`config.mk`:
```
export PLATFORM = sky130hd
export DESIGN_NAME = l2_tlb
export DESIGN_NICKNAME = d
export VERILOG_FILES = /design/src/rtl/mmu_pkg.sv /design/src/rtl/pseudoLRU.sv /design/src/rtl/l2_tlb.sv
export SDC_FILE = /design/constraint.sdc
export NUM_CORES = 2
export LEC_CHECK = 0
export ABC_AREA = 1
export CAP_MARGIN = 25
export CELL_PAD_IN_SITES_DETAIL_PLACEMENT = 0
export CELL_PAD_IN_SITES_GLOBAL_PLACEMENT = 1
export CORE_UTILIZATION = 40
export DETAILED_ROUTE_END_ITERATION = 7
export GPL_TIMING_DRIVEN = 0
export PLACE_DENSITY_LB_ADDON = 0.05
export SLEW_MARGIN = 20
export SYNTH_ARGS = -nofsm -noshare
export SYNTH_HDL_FRONTEND = slang
export SYNTH_SLANG_ARGS = --single-unit
```
`constraint.sdc`:
```
create_clock -name clk_i -period 4.5 [get_ports clk_i]
set_input_delay 0.9 -clock clk_i [delete_from_list [all_inputs] [get_ports clk_i]]
set_output_delay 0.9 -clock clk_i [all_outputs]
set_load 0.005 [all_outputs]
```
`src/rtl/mmu_pkg.sv`:
```
// Shared MMU types and constants used by the second-level TLB and its neighbours.
package mmu_pkg;

    localparam int unsigned LEVELS                = 3;
    localparam int unsigned PAGE_LVL_BITS         = 9;
    localparam int unsigned VPN_SIZE              = 27;
    localparam int unsigned PPN_SIZE              = 44;
    localparam int unsigned LEVEL_W               = $clog2(LEVELS);
    localparam int unsigned ASID_W                = 16;
    localparam int unsigned L2TLB_ENTRIES_DEFAULT = 16;

    typedef struct packed {
        logic [PPN_SIZE-1:0] ppn;
        logic [1:0]          rsw;
        logic                d;
        logic                a;
        logic                g;
        logic                u;
        logic                x;
        logic                w;
        logic                r;
        logic                v;
    } pte_t;

    typedef struct packed {
        logic                valid;
        logic [VPN_SIZE-1:0] vpn;
    } tlb_req_t;

    typedef struct packed {
        tlb_req_t req;
    } tlb_ptw_comm_t;

    typedef struct packed {
        logic               valid;
        logic               error;
        logic [LEVEL_W-1:0] level;
        pte_t               pte;
    } ptw_resp_t;

    typedef struct packed {
        logic [1:0]        prv;
        logic              sum;
        logic              mxr;
        logic [ASID_W-1:0] asid;
    } ptw_status_t;

    typedef struct packed {
        ptw_resp_t   resp;
        logic        ptw_ready;
        ptw_status_t ptw_status;
        logic        invalidate_tlb;
    } ptw_tlb_comm_t;

    typedef struct packed {
        logic                valid;
        logic [VPN_SIZE-1:0] vpn;
        logic [LEVEL_W-1:0]  level;
        pte_t                pte;
    } l2tlb_entry_t;

    typedef enum logic [2:0] {
        S_IDLE,
        S_LOOKUP,
        S_MISS_REQ,
        S_MISS_WAIT,
        S_RESP
    } l2tlb_state_e;

    // Mask of the vpn bits that fall inside the page offset of a leaf at this level.
    function automatic logic [VPN_SIZE-1:0] low_mask(input logic [LEVEL_W-1:0] level);
        logic [VPN_SIZE-1:0] m;
        m = '0;
        for (int unsigned l = 0; l < LEVELS; l++) begin
            if (LEVEL_W'(l) == level) begin
                m = (VPN_SIZE'(1) << ((LEVELS - l - 1) * PAGE_LVL_BITS)) - VPN_SIZE'(1);
            end
        end
        return m;
    endfunction

endpackage

```
`src/rtl/pseudoLRU.sv`:
```
// Tree pseudo-LRU replacement state for a power-of-two set of entries.
module pseudoLRU #(
    parameter int unsigned ENTRIES = 16
) (
    input  logic                       clk_i,
    input  logic                       rstn_i,
    input  logic                       access_valid_i,
    input  logic [$clog2(ENTRIES)-1:0] access_idx_i,
    output logic [$clog2(ENTRIES)-1:0] victim_c
);

    localparam int unsigned IDX_W = $clog2(ENTRIES);

    // Heap-ordered tree nodes 1..ENTRIES-1; a node bit of 1 steers the victim walk right.
    logic [ENTRIES-1:1] tree_q;
    logic [ENTRIES-1:1] tree_d;
    logic [IDX_W-1:0]   vic_node;
    logic [IDX_W-1:0]   upd_node;
    logic [IDX_W-1:0]   upd_idx;

    always_comb begin
        victim_c = '0;
        vic_node = IDX_W'(1);
        for (int unsigned l = 0; l < IDX_W; l++) begin
            victim_c = (victim_c << 1) | IDX_W'(tree_q[vic_node]);
            vic_node = (vic_node << 1) | IDX_W'(tree_q[vic_node]);
        end
    end

    // Point every node on the accessed path away from it.
    always_comb begin
        tree_d   = tree_q;
        upd_node = IDX_W'(1);
        upd_idx  = access_idx_i;
        if (access_valid_i) begin
            for (int unsigned l = 0; l < IDX_W; l++) begin
                tree_d[upd_node] = ~upd_idx[IDX_W-1];
                upd_node         = (upd_node << 1) | IDX_W'(upd_idx[IDX_W-1]);
                upd_idx          = upd_idx << 1;
            end
        end
    end

    always_ff @(posedge clk_i or negedge rstn_i) begin
        if (!rstn_i) begin
            tree_q <= '0;
        end else begin
            tree_q <= tree_d;
        end
    end

endmodule

```
`src/rtl/l2_tlb.sv`:
```
// Shared fully-associative second-level TLB between the TLB arbiter and the page-table walker.
// Define L2TLB_PLRU_EN to use pseudo-LRU replacement instead of a round-robin pointer.
module l2_tlb
    import mmu_pkg::*;
#(
    parameter int unsigned L2TLB_ENTRIES = L2TLB_ENTRIES_DEFAULT
) (
    input  logic          clk_i,
    input  logic          rstn_i,
    input  tlb_ptw_comm_t tlb_ptw_comm_i,
    output ptw_tlb_comm_t ptw_tlb_comm_o,
    output tlb_ptw_comm_t tlb_ptw_comm_o,
    input  ptw_tlb_comm_t ptw_tlb_comm_i,
    output logic          pmu_l2tlb_hit_o,
    output logic          pmu_l2tlb_miss_o
);

    localparam int unsigned IDX_W = $clog2(L2TLB_ENTRIES);

    l2tlb_state_e        state_q;
    l2tlb_state_e        state_d;
    l2tlb_entry_t        entries_q [L2TLB_ENTRIES];
    logic [VPN_SIZE-1:0] req_vpn_q;
    logic                resp_error_q;
    logic [LEVEL_W-1:0]  resp_level_q;
    pte_t                resp_pte_q;
    logic                flush_pending_q;
    logic                hit_pulse_q;
    logic                miss_pulse_q;

    logic                hit;
    logic [IDX_W-1:0]    hit_idx;
    pte_t                hit_pte;
    logic                free;
    logic [IDX_W-1:0]    free_idx;
    logic [IDX_W-1:0]    repl_idx;
    logic [IDX_W-1:0]    victim_idx;
    logic                accept;
    logic                lookup_hit;
    logic                handshake;
    logic                resp_take;
    logic                flush;
    logic                fill;
    l2tlb_entry_t        fill_entry;

    assign flush      = ptw_tlb_comm_i.invalidate_tlb;
    assign accept     = (state_q == S_IDLE) && tlb_ptw_comm_i.req.valid;
    assign lookup_hit = (state_q == S_LOOKUP) && hit;
    assign handshake  = (state_q == S_MISS_REQ) && ptw_tlb_comm_i.ptw_ready;
    assign resp_take  = (state_q == S_MISS_WAIT) && ptw_tlb_comm_i.resp.valid;
    assign fill       = resp_take && !ptw_tlb_comm_i.resp.error && !flush_pending_q && !flush;

    // Lowest matching entry wins; superpage entries ignore their page-offset vpn bits.
    always_comb begin
        hit     = 1'b0;
        hit_idx = '0;
        for (int unsigned i = 0; i < L2TLB_ENTRIES; i++) begin
            if (!hit && entries_q[i].valid &&
                (((entries_q[i].vpn ^ req_vpn_q) & ~low_mask(entries_q[i].level)) == '0)) begin
                hit     = 1'b1;
                hit_idx = IDX_W'(i);
            end
        end
    end

    always_comb begin
        hit_pte     = entries_q[hit_idx].pte;
        hit_pte.ppn = hit_pte.ppn | PPN_SIZE'(req_vpn_q & low_mask(entries_q[hit_idx].level));
    end

    always_comb begin
        free     = 1'b0;
        free_idx = '0;
        for (int unsigned i = 0; i < L2TLB_ENTRIES; i++) begin
            if (!free && !entries_q[i].valid) begin
                free     = 1'b1;
                free_idx = IDX_W'(i);
            end
        end
    end

    assign victim_idx = free ? free_idx : repl_idx;

    always_comb begin
        fill_entry         = '0;
        fill_entry.valid   = 1'b1;
        fill_entry.vpn     = req_vpn_q;
        fill_entry.level   = ptw_tlb_comm_i.resp.level;
        fill_entry.pte     = ptw_tlb_comm_i.resp.pte;
        fill_entry.pte.ppn = ptw_tlb_comm_i.resp.pte.ppn
                             & ~PPN_SIZE'(low_mask(ptw_tlb_comm_i.resp.level));
    end

`ifdef L2TLB_PLRU_EN
    logic             plru_access;
    logic [IDX_W-1:0] plru_idx;

    assign plru_access = lookup_hit || fill;
    assign plru_idx    = fill ? victim_idx : hit_idx;

    pseudoLRU #(
        .ENTRIES(L2TLB_ENTRIES)
    ) u_plru (
        .clk_i          (clk_i),
        .rstn_i         (rstn_i),
        .access_valid_i (plru_access),
        .access_idx_i   (plru_idx),
        .victim_c       (repl_idx)
    );
`else
    logic [IDX_W-1:0] rr_q;

    // Advances only when a fill evicts a valid entry.
    always_ff @(posedge clk_i or negedge rstn_i) begin
        if (!rstn_i) begin
            rr_q <= '0;
        end else if (fill && !free) begin
            rr_q <= rr_q + IDX_W'(1);
        end
    end

    assign repl_idx = rr_q;
`endif

    always_ff @(posedge clk_i or negedge rstn_i) begin
        if (!rstn_i) begin
            state_q <= S_IDLE;
        end else begin
            state_q <= state_d;
        end
    end

    always_comb begin
        state_d = state_q;
        unique case (state_q)
            S_IDLE:      if (tlb_ptw_comm_i.req.valid) state_d = S_LOOKUP;
            S_LOOKUP:    state_d = hit ? S_RESP : S_MISS_REQ;
            S_MISS_REQ:  if (ptw_tlb_comm_i.ptw_ready) state_d = S_MISS_WAIT;
            S_MISS_WAIT: if (ptw_tlb_comm_i.resp.valid) state_d = S_RESP;
            S_RESP:      state_d = S_IDLE;
            default:     state_d = S_IDLE;
        endcase
    end

    // Flush is applied after the fill so a simultaneous flush leaves the entry invalid.
    always_ff @(posedge clk_i or negedge rstn_i) begin
        if (!rstn_i) begin
            for (int unsigned i = 0; i < L2TLB_ENTRIES; i++) begin
                entries_q[i] <= '0;
            end
            req_vpn_q       <= '0;
            resp_error_q    <= 1'b0;
            resp_level_q    <= '0;
            resp_pte_q      <= '0;
            flush_pending_q <= 1'b0;
            hit_pulse_q     <= 1'b0;
            miss_pulse_q    <= 1'b0;
        end else begin
            hit_pulse_q  <= lookup_hit;
            miss_pulse_q <= handshake;
            if (accept) begin
                req_vpn_q <= tlb_ptw_comm_i.req.vpn;
            end
            if (lookup_hit) begin
                resp_error_q <= 1'b0;
                resp_level_q <= entries_q[hit_idx].level;
                resp_pte_q   <= hit_pte;
            end
            if (resp_take) begin
                resp_error_q <= ptw_tlb_comm_i.resp.error;
                resp_level_q <= ptw_tlb_comm_i.resp.level;
                resp_pte_q   <= ptw_tlb_comm_i.resp.pte;
            end
            if (fill) begin
                entries_q[victim_idx] <= fill_entry;
            end
            if (flush) begin
                for (int unsigned i = 0; i < L2TLB_ENTRIES; i++) begin
                    entries_q[i].valid <= 1'b0;
                end
            end
            if (state_q == S_IDLE) begin
                flush_pending_q <= 1'b0;
            end else if (flush && ((state_q == S_MISS_REQ) || (state_q == S_MISS_WAIT))) begin
                flush_pending_q <= 1'b1;
            end
        end
    end

    always_comb begin
        ptw_tlb_comm_o                = '0;
        ptw_tlb_comm_o.resp.valid     = (state_q == S_RESP);
        ptw_tlb_comm_o.resp.error     = resp_error_q;
        ptw_tlb_comm_o.resp.level     = resp_level_q;
        ptw_tlb_comm_o.resp.pte       = resp_pte_q;
        ptw_tlb_comm_o.ptw_ready      = (state_q == S_IDLE);
        ptw_tlb_comm_o.ptw_status     = ptw_tlb_comm_i.ptw_status;
        ptw_tlb_comm_o.invalidate_tlb = ptw_tlb_comm_i.invalidate_tlb;
    end

    always_comb begin
        tlb_ptw_comm_o           = '0;
        tlb_ptw_comm_o.req.valid = (state_q == S_MISS_REQ);
        tlb_ptw_comm_o.req.vpn   = req_vpn_q;
    end

    assign pmu_l2tlb_hit_o  = hit_pulse_q;
    assign pmu_l2tlb_miss_o = miss_pulse_q;

endmodule

```
# Yosys cells after proc, flatten, opt, wreduce, memory -nomap -nowiden

Cells that the tools add are included.

Output and inout port bits: 110
Logic and storage cells: 624
Bits in registers: 1438
Bits of input ports: 110

Equal/unequal tests: 43
Add/sub/neg operators: 1
Reductions and logical operators: 144
Order comparisons: 3
Muxes and demuxes: 153
Bitwise operators: 54

Operators with widths:

| cell                                                | number |
|---|---|
| bitwise mux 1344 bit                                | 1 |
| two-way mux 1344 bit                                | 1 |
| two-way mux 27 bit                                  | 34 |
| bitwise AND 27 bit                                  | 17 |
| logical NOT 27 bit                                  | 16 |
| NOT 27 bit                                          | 16 |
| XOR 27 bit                                          | 16 |
| two-way mux 18 bit                                  | 20 |
| binary-select mux 84 bit (select 4 bit)             | 1 |
| demux 84 bit (select 4 bit)                         | 1 |
| two-way mux 4 bit                                   | 29 |
| two-way mux 56 bit                                  | 2 |
| two-way mux 54 bit                                  | 2 |
| two-way mux 84 bit                                  | 1 |
| logical AND 1 bit                                   | 56 |
| two-way mux 1 bit                                   | 54 |
| logical NOT 1 bit                                   | 48 |
| bitwise AND 44 bit                                  | 1 |
| NOT 27 -> 44 bit                                    | 1 |
| bitwise OR 44 x 27 -> 44 bit                        | 1 |
| equality test 1 x 2 -> 1 bit (first input constant) | 18 |
| equality test 2 bit (first input constant)          | 18 |
| logical NOT 2 bit                                   | 18 |
| two-way mux 3 bit                                   | 4 |
| 15 further kinds                                    | 22 |

# Longest topological paths before layout

Depth in word-level cells: 81
Mapped depth: 35
Gate-level depth less buffers: 33

# Least setup slack after synthesis

Ideal clock, no wire load.

Path kind: register to register
From: reg req_vpn_q[8]
To: reg resp_pte_q (netlist bit ptw_tlb_comm_o[63])
Period minus slack after synthesis: 3.156 ns
Arrival: 3.032 ns
Path slack: 1.344 ns
Buffers on the path: 5
Cell stages (with the launch flop): 29
Cell sequence: dfrtp_1 -> buf_2 -> buf_4 -> xor2_1 -> a211oi_1 -> nand3_1 -> o21ai_0 -> nand2_1 -> nor2_2 -> inv_1 -> nor2_1 -> nor2_1 -> nand2_1 -> nand2_1 -> nand2_1 -> nand2_1 -> nand2_1 -> nand2_2 -> nand2_4 -> inv_4 -> buf_4 -> buf_2 -> buf_4 -> o21bai_1 -> nand3_1 -> nand2_1 -> a21oi_1 -> nand2_1 -> nand3_1

Cells in the longest elaborated chain, start to end: 72
Elaborated cells between the ends (all ways): 134
Those cells by class: 36 x mux; 34 x bitwise; 64 x reduce/logical

RTL lines:

| item                                    | RTL line      | text |
|---|---|---|
| start, declared                         | l2_tlb.sv:23  | `logic [VPN_SIZE-1:0] req_vpn_q;` |
| start signal, assigned                  | l2_tlb.sv:162 | `req_vpn_q <= tlb_ptw_comm_i.req.vpn;` |
| XOR 27 bit                              | l2_tlb.sv:59  | `(((entries_q[i].vpn ^ req_vpn_q) & ~low_mask(entries_q[i].level)) == '0)) begin` |
| bitwise AND 27 bit                      | l2_tlb.sv:59  |  |
| logical NOT 27 bit                      | l2_tlb.sv:59  |  |
| logical AND 1 bit                       | l2_tlb.sv:58  | `if (!hit && entries_q[i].valid &&` |
| two-way mux 1 bit                       | l2_tlb.sv:58  |  |
| logical NOT 1 bit                       | l2_tlb.sv:58  |  |
| logical AND 1 bit (2 in a row)          | l2_tlb.sv:58  |  |
| two-way mux 1 bit                       | l2_tlb.sv:58  |  |
| [... 53 more ...]                       | --            |  |
| logical AND 1 bit (2 in a row)          | l2_tlb.sv:58  |  |
| two-way mux 4 bit                       | l2_tlb.sv:58  |  |
| NOT 4 -> 5 bit (implied by the code)    | l2_tlb.sv:67  | `hit_pte = entries_q[hit_idx].pte;` |
| binary-select mux 84 bit (select 4 bit) | l2_tlb.sv:67  |  |
| two-way mux 56 bit (2 in a row)         | --            |  |
| bitwise OR 44 x 27 -> 44 bit            | l2_tlb.sv:68  | `hit_pte.ppn = hit_pte.ppn \| PPN_SIZE'(req_vpn_q & low_mask(entries_q[hit_idx].level));` |
| two-way mux 54 bit                      | l2_tlb.sv:164 | `if (lookup_hit) begin` |
| two-way mux 54 bit                      | l2_tlb.sv:169 | `if (resp_take) begin` |
| end signal, assigned                    | l2_tlb.sv:167 | `resp_pte_q <= hit_pte;` |
| end signal, assigned                    | l2_tlb.sv:172 | `resp_pte_q <= ptw_tlb_comm_i.resp.pte;` |
| end, declared                           | l2_tlb.sv:26  | `pte_t resp_pte_q;` |

Parallel ways exist; a longest one is shown, timed or not. The select of a mux whose other input is x is not followed.
A chain may end at the register's enable or synchronous reset.

# Worst setup path in the final report

From: reg req_vpn_q[1]
To: reg resp_pte_q (netlist bit ptw_tlb_comm_o[24])

Cells in the longest elaborated chain, start to end: 71
Elaborated cells between the ends (all ways): 133
Those cells by class: 36 x mux; 33 x bitwise; 64 x reduce/logical

RTL lines:

| item                                    | RTL line |
|---|---|
| XOR 27 bit                              | l2_tlb.sv:59 |
| bitwise AND 27 bit                      | l2_tlb.sv:59 |
| logical NOT 27 bit                      | l2_tlb.sv:59 |
| logical AND 1 bit                       | l2_tlb.sv:58 |
| two-way mux 1 bit                       | l2_tlb.sv:58 |
| logical NOT 1 bit                       | l2_tlb.sv:58 |
| logical AND 1 bit (2 in a row)          | l2_tlb.sv:58 |
| two-way mux 1 bit                       | l2_tlb.sv:58 |
| [... 52 more ...]                       | -- |
| logical NOT 1 bit                       | l2_tlb.sv:58 |
| logical AND 1 bit (2 in a row)          | l2_tlb.sv:58 |
| two-way mux 4 bit                       | l2_tlb.sv:58 |
| NOT 4 -> 5 bit (implied by the code)    | l2_tlb.sv:67 |
| binary-select mux 84 bit (select 4 bit) | l2_tlb.sv:67 |
| two-way mux 56 bit (2 in a row)         | -- |
| two-way mux 54 bit                      | l2_tlb.sv:164 |
| two-way mux 54 bit                      | l2_tlb.sv:169 |

Parallel ways exist; a longest one is shown, timed or not. The select of a mux whose other input is x is not followed.

==> out/metrics.csv <==
metric;value;unit
status;finished, violations left;
failing checks;DRC, setup timing;
MaxCap Viol Count;0;
Max IR drop VDD;412;uV
largest family of logic cells by synthesized area;simple AND/OR/NAND/NOR gates;
Worst slew margin;29.7;%
first-pass GRT wire length;437000;um
crit-path leading delay family;simple AND/OR/NAND/NOR gates;
commonest non-fill, non-tap cell in the layout;nand2_1;
Setup CP Type;reg -> reg;
Syn Std Cell Area;0.0666;mm^2
Worst setup startpoint;req_vpn_q[1]$_DFFE_PN0P_;
Via Count;62080;
Synth Area in Adders;0.0188;%
Placed Area;0.0720;mm^2
Synth Flop Type;dfrtp_1;
pwr dens;469;mW/mm^2
maximum buffer depth of the clock tree;3;
Compound-Gate Fraction of Synth Area;16.6;%
Residual DRC;22;
final instance area;0.0795;mm^2
min cycle time layout;4540;ps
most frequent cells in the layout;2347 x nand2_1, 1600 x o21ai_0, 1432 x dfrtp_1;
Port Buffer Count;199;
worst slew pin tran;1050;ps
Final Hold Violating Endpoints;0;
antenna viol nets, final;0;
Hold WC Path Type;in -> async;
CTS Hold Buffers Added;0;
final setup TNS;-37.0;ps
filler cell count;16727;
CP max-delay cell;dfrtp_1;
Setup Skew;28.2;ps
Final Setup Violations;1;
DR pass1 iterations;8;
Sink Count;1438;
#FFs+latches synth;1438;
multiplexer area fraction after synthesis;0.0169;%
CP required;5240;ps
Final period util;101;%
CTS HTree Levels;4;
CTS clk-pin slew, worst paths;60;ps
worst stage delay on the critical path;370;ps
CTS tree;yes;
Max Slew Vio Count;0;
Worst setup EP type;flop;
P&R area growth vs syn;19.3;%
CTS Root Cell;clkbuf_16;
CP arrival;5280;ps
gr usage total;36.4;%
Synth cell types;52;
row cnt;149;
die width;410;um
worst-path maximum fanout;10;
cell repeated most along the worst path;nand2_1;
syn nets;8202;
r2r setup slk;-40;ps
RD Place Congestion;0.946;
total I/O pin count;220;
DRT iter0 DRCs;7605;
unrepaired setup endpoints after global routing;yes;
initial antenna violation count;12;
Leakage;35.8;nW
Max Freq;0.220;GHz
Initial Util;40.3;%
FFs w/ async S/R, synth;100;%
reg2reg start;req_vpn_q[1]$_DFFE_PN0P_;
Clock Latency Late Sink;830;ps
Syn Area/Cell;8.23;um^2
Die H;410;um
vias in the first global route;58507;
DIE AREA;0.168;mm^2
simple-gate share of the synthesized area;20.3;%
WL final;309000;um
pin count of the biggest net entering global routing;140;
sequential area share after synthesis;54.0;%
share of cells above drive strength 1;10.8;%
Post-Synth XOR/XNOR Area;3.06;%
Via density;5.74;
final worst setup slack;-37.0;ps
WL/cell;28.6;um
Buf/Inv on CP;6;
Post-synth EDFFs;0;
Placeable Area;0.165;mm^2
Synth Warn #;0;
Layout Nets;8616;
TritonCTS Buffers;167;
GRT overflow;0;
CP Launch Type;flop;
post-detail-place hpwl;220000;um
post-synthesis cell count;8091;
[registers in the layout (all words and copies together), names as in the netlist]
name              cells
req_vpn_q            27
repl_idx              4
resp_level_q          2
state_q               3
pmu_l2tlb_hit_o       1
resp_error_q          1
flush_pending_q       1
pmu_l2tlb_miss_o      1
entries_q          1344
ptw_tlb_comm_o       54
[worst reg2reg max path: stages (launching register included)]
cell,delay [ps]
dfrtp_1,370
clkbuf_4,220
buf_6,210
xor2_1,170
nor4_1,310
nand4_1,340
nand2_1,230
nand2_1,110
nor2_4,140
inv_1,130
nand4_1,140
nand2_1,60
nand2_1,60
nand2_1,50
nand2_1,70
nand2_2,80
nand2_4,110
buf_8,260
buf_8,260
buf_4,290
nor2_1,70
o221ai_1,240
nand2_1,140
nand2_1,150
nand2_2,150
nand3_1,100
[per-stage QoR]
step                      instances  hold slack [ps]  util, %  worst slack [ps]  total power [mW]
after CTS                     10803             28.2     47.6              -144              37.1
after floorplan                8091              448        -              1340              18.7
after detailed placement      10504              467     43.6             -1800              23.0
after global routing          10817             59.2     48.1             -53.9              38.5
after global placement        10479              461     43.2            -66950              23.0
final                         10822             20.6     48.1             -37.0              37.3
[layout make-up]
class / instances / area [um^2] / share of cell area (%)
Sequential cell: 1438 / 36000 / 45.3
Multi-Input combinational cell: 5749 / 27300 / 34.4
Clock buffer: 250 / 5000 / 6.29
Buffer: 702 / 4360 / 5.48
Timing Repair Buffer: 245 / 2790 / 3.51
Tap cell: 2189 / 2740 / 3.45
Inverter: 202 / 796 / 1.00
Clock inverter: 41 / 449 / 0.565
Antenna cell: 6 / 15.0 / 0.0189
[Yosys cell counts (all sizes together) (2+ instances only)]
cell type,count,area share (%)
nor4,15,0.14
a221oi,22,0.29
o21bai,25,0.28
a211oi,20,0.23
a2111oi,5,0.066
nor3,42,0.33
nand4,20,0.22
o211ai,31,0.35
buf,251,2.3
nand3b,4,0.045
nand2,2378,13
nor2,642,3.7
dfrtp,1438,54
a41oi,5,0.066
a21oi,142,1.1
o221ai,49,0.64
o22ai,35,0.33
xor2,142,1.9
a31oi,6,0.056
nand3,307,2.3
o2111ai,6,0.079
o41ai,2,0.026
clkbuf,452,2.5
inv,201,1.1
or2,10,0.094
o21ai,1739,13
xnor2,91,1.2
[layer usage]
layer  track usage (%)  vias up  wire length, um
met2              55.2     2847           135000
met3              6.67      620            26100
met5                 0        -               26
met1              49.7    31214           129000
met4              18.9        4            18600
li1                  -    27395                -
[path summary, 6_finish.rpt]
path / endpoint / depth (start not counted)
max in group asynchronous: req_vpn_q[0]$_DFFE_PN0P_ / 5
min in group clk_i: ptw_tlb_comm_o[48]$_DFFE_PN0P_ / 2
max: ptw_tlb_comm_o[24]$_DFFE_PN0P_ / 25
min reg2reg: ptw_tlb_comm_o[48]$_DFFE_PN0P_ / 2
max reg2reg: ptw_tlb_comm_o[24]$_DFFE_PN0P_ / 25
min: entries_q[95]$_DFFE_PN0P_ / 1
[power by group]
group | leakage [nW] | switching, mW | total (mW) | internal [mW]
combinational | 13.3 | 5.85 | 8.99 | 3.14
sequential | 19.8 | 0.619 | 14.4 | 13.7
clock | 2.69 | 5.77 | 13.9 | 8.13
total | 35.8 | 12.2 | 37.3 | 25.0
[what timing repair did]
item / CTS / global route
gates cloned: 0 / 2
pin swaps: 8 / 23
setup buffers: 8 / 12
resized for setup: 453 / 337
endpoints found under the setup margin: 1381 / 1332
[logic make-up after synthesis]
kind of cell / Yosys count
AOI/OAI and AO/OA: 2091
adders and majority gates: 1
xor gates and xnor gates: 233
and+or+nand+nor: 3422
DFF: 1438
buffers and inverters: 905
muxes: 1
Power figures use the tool's default switching activity.
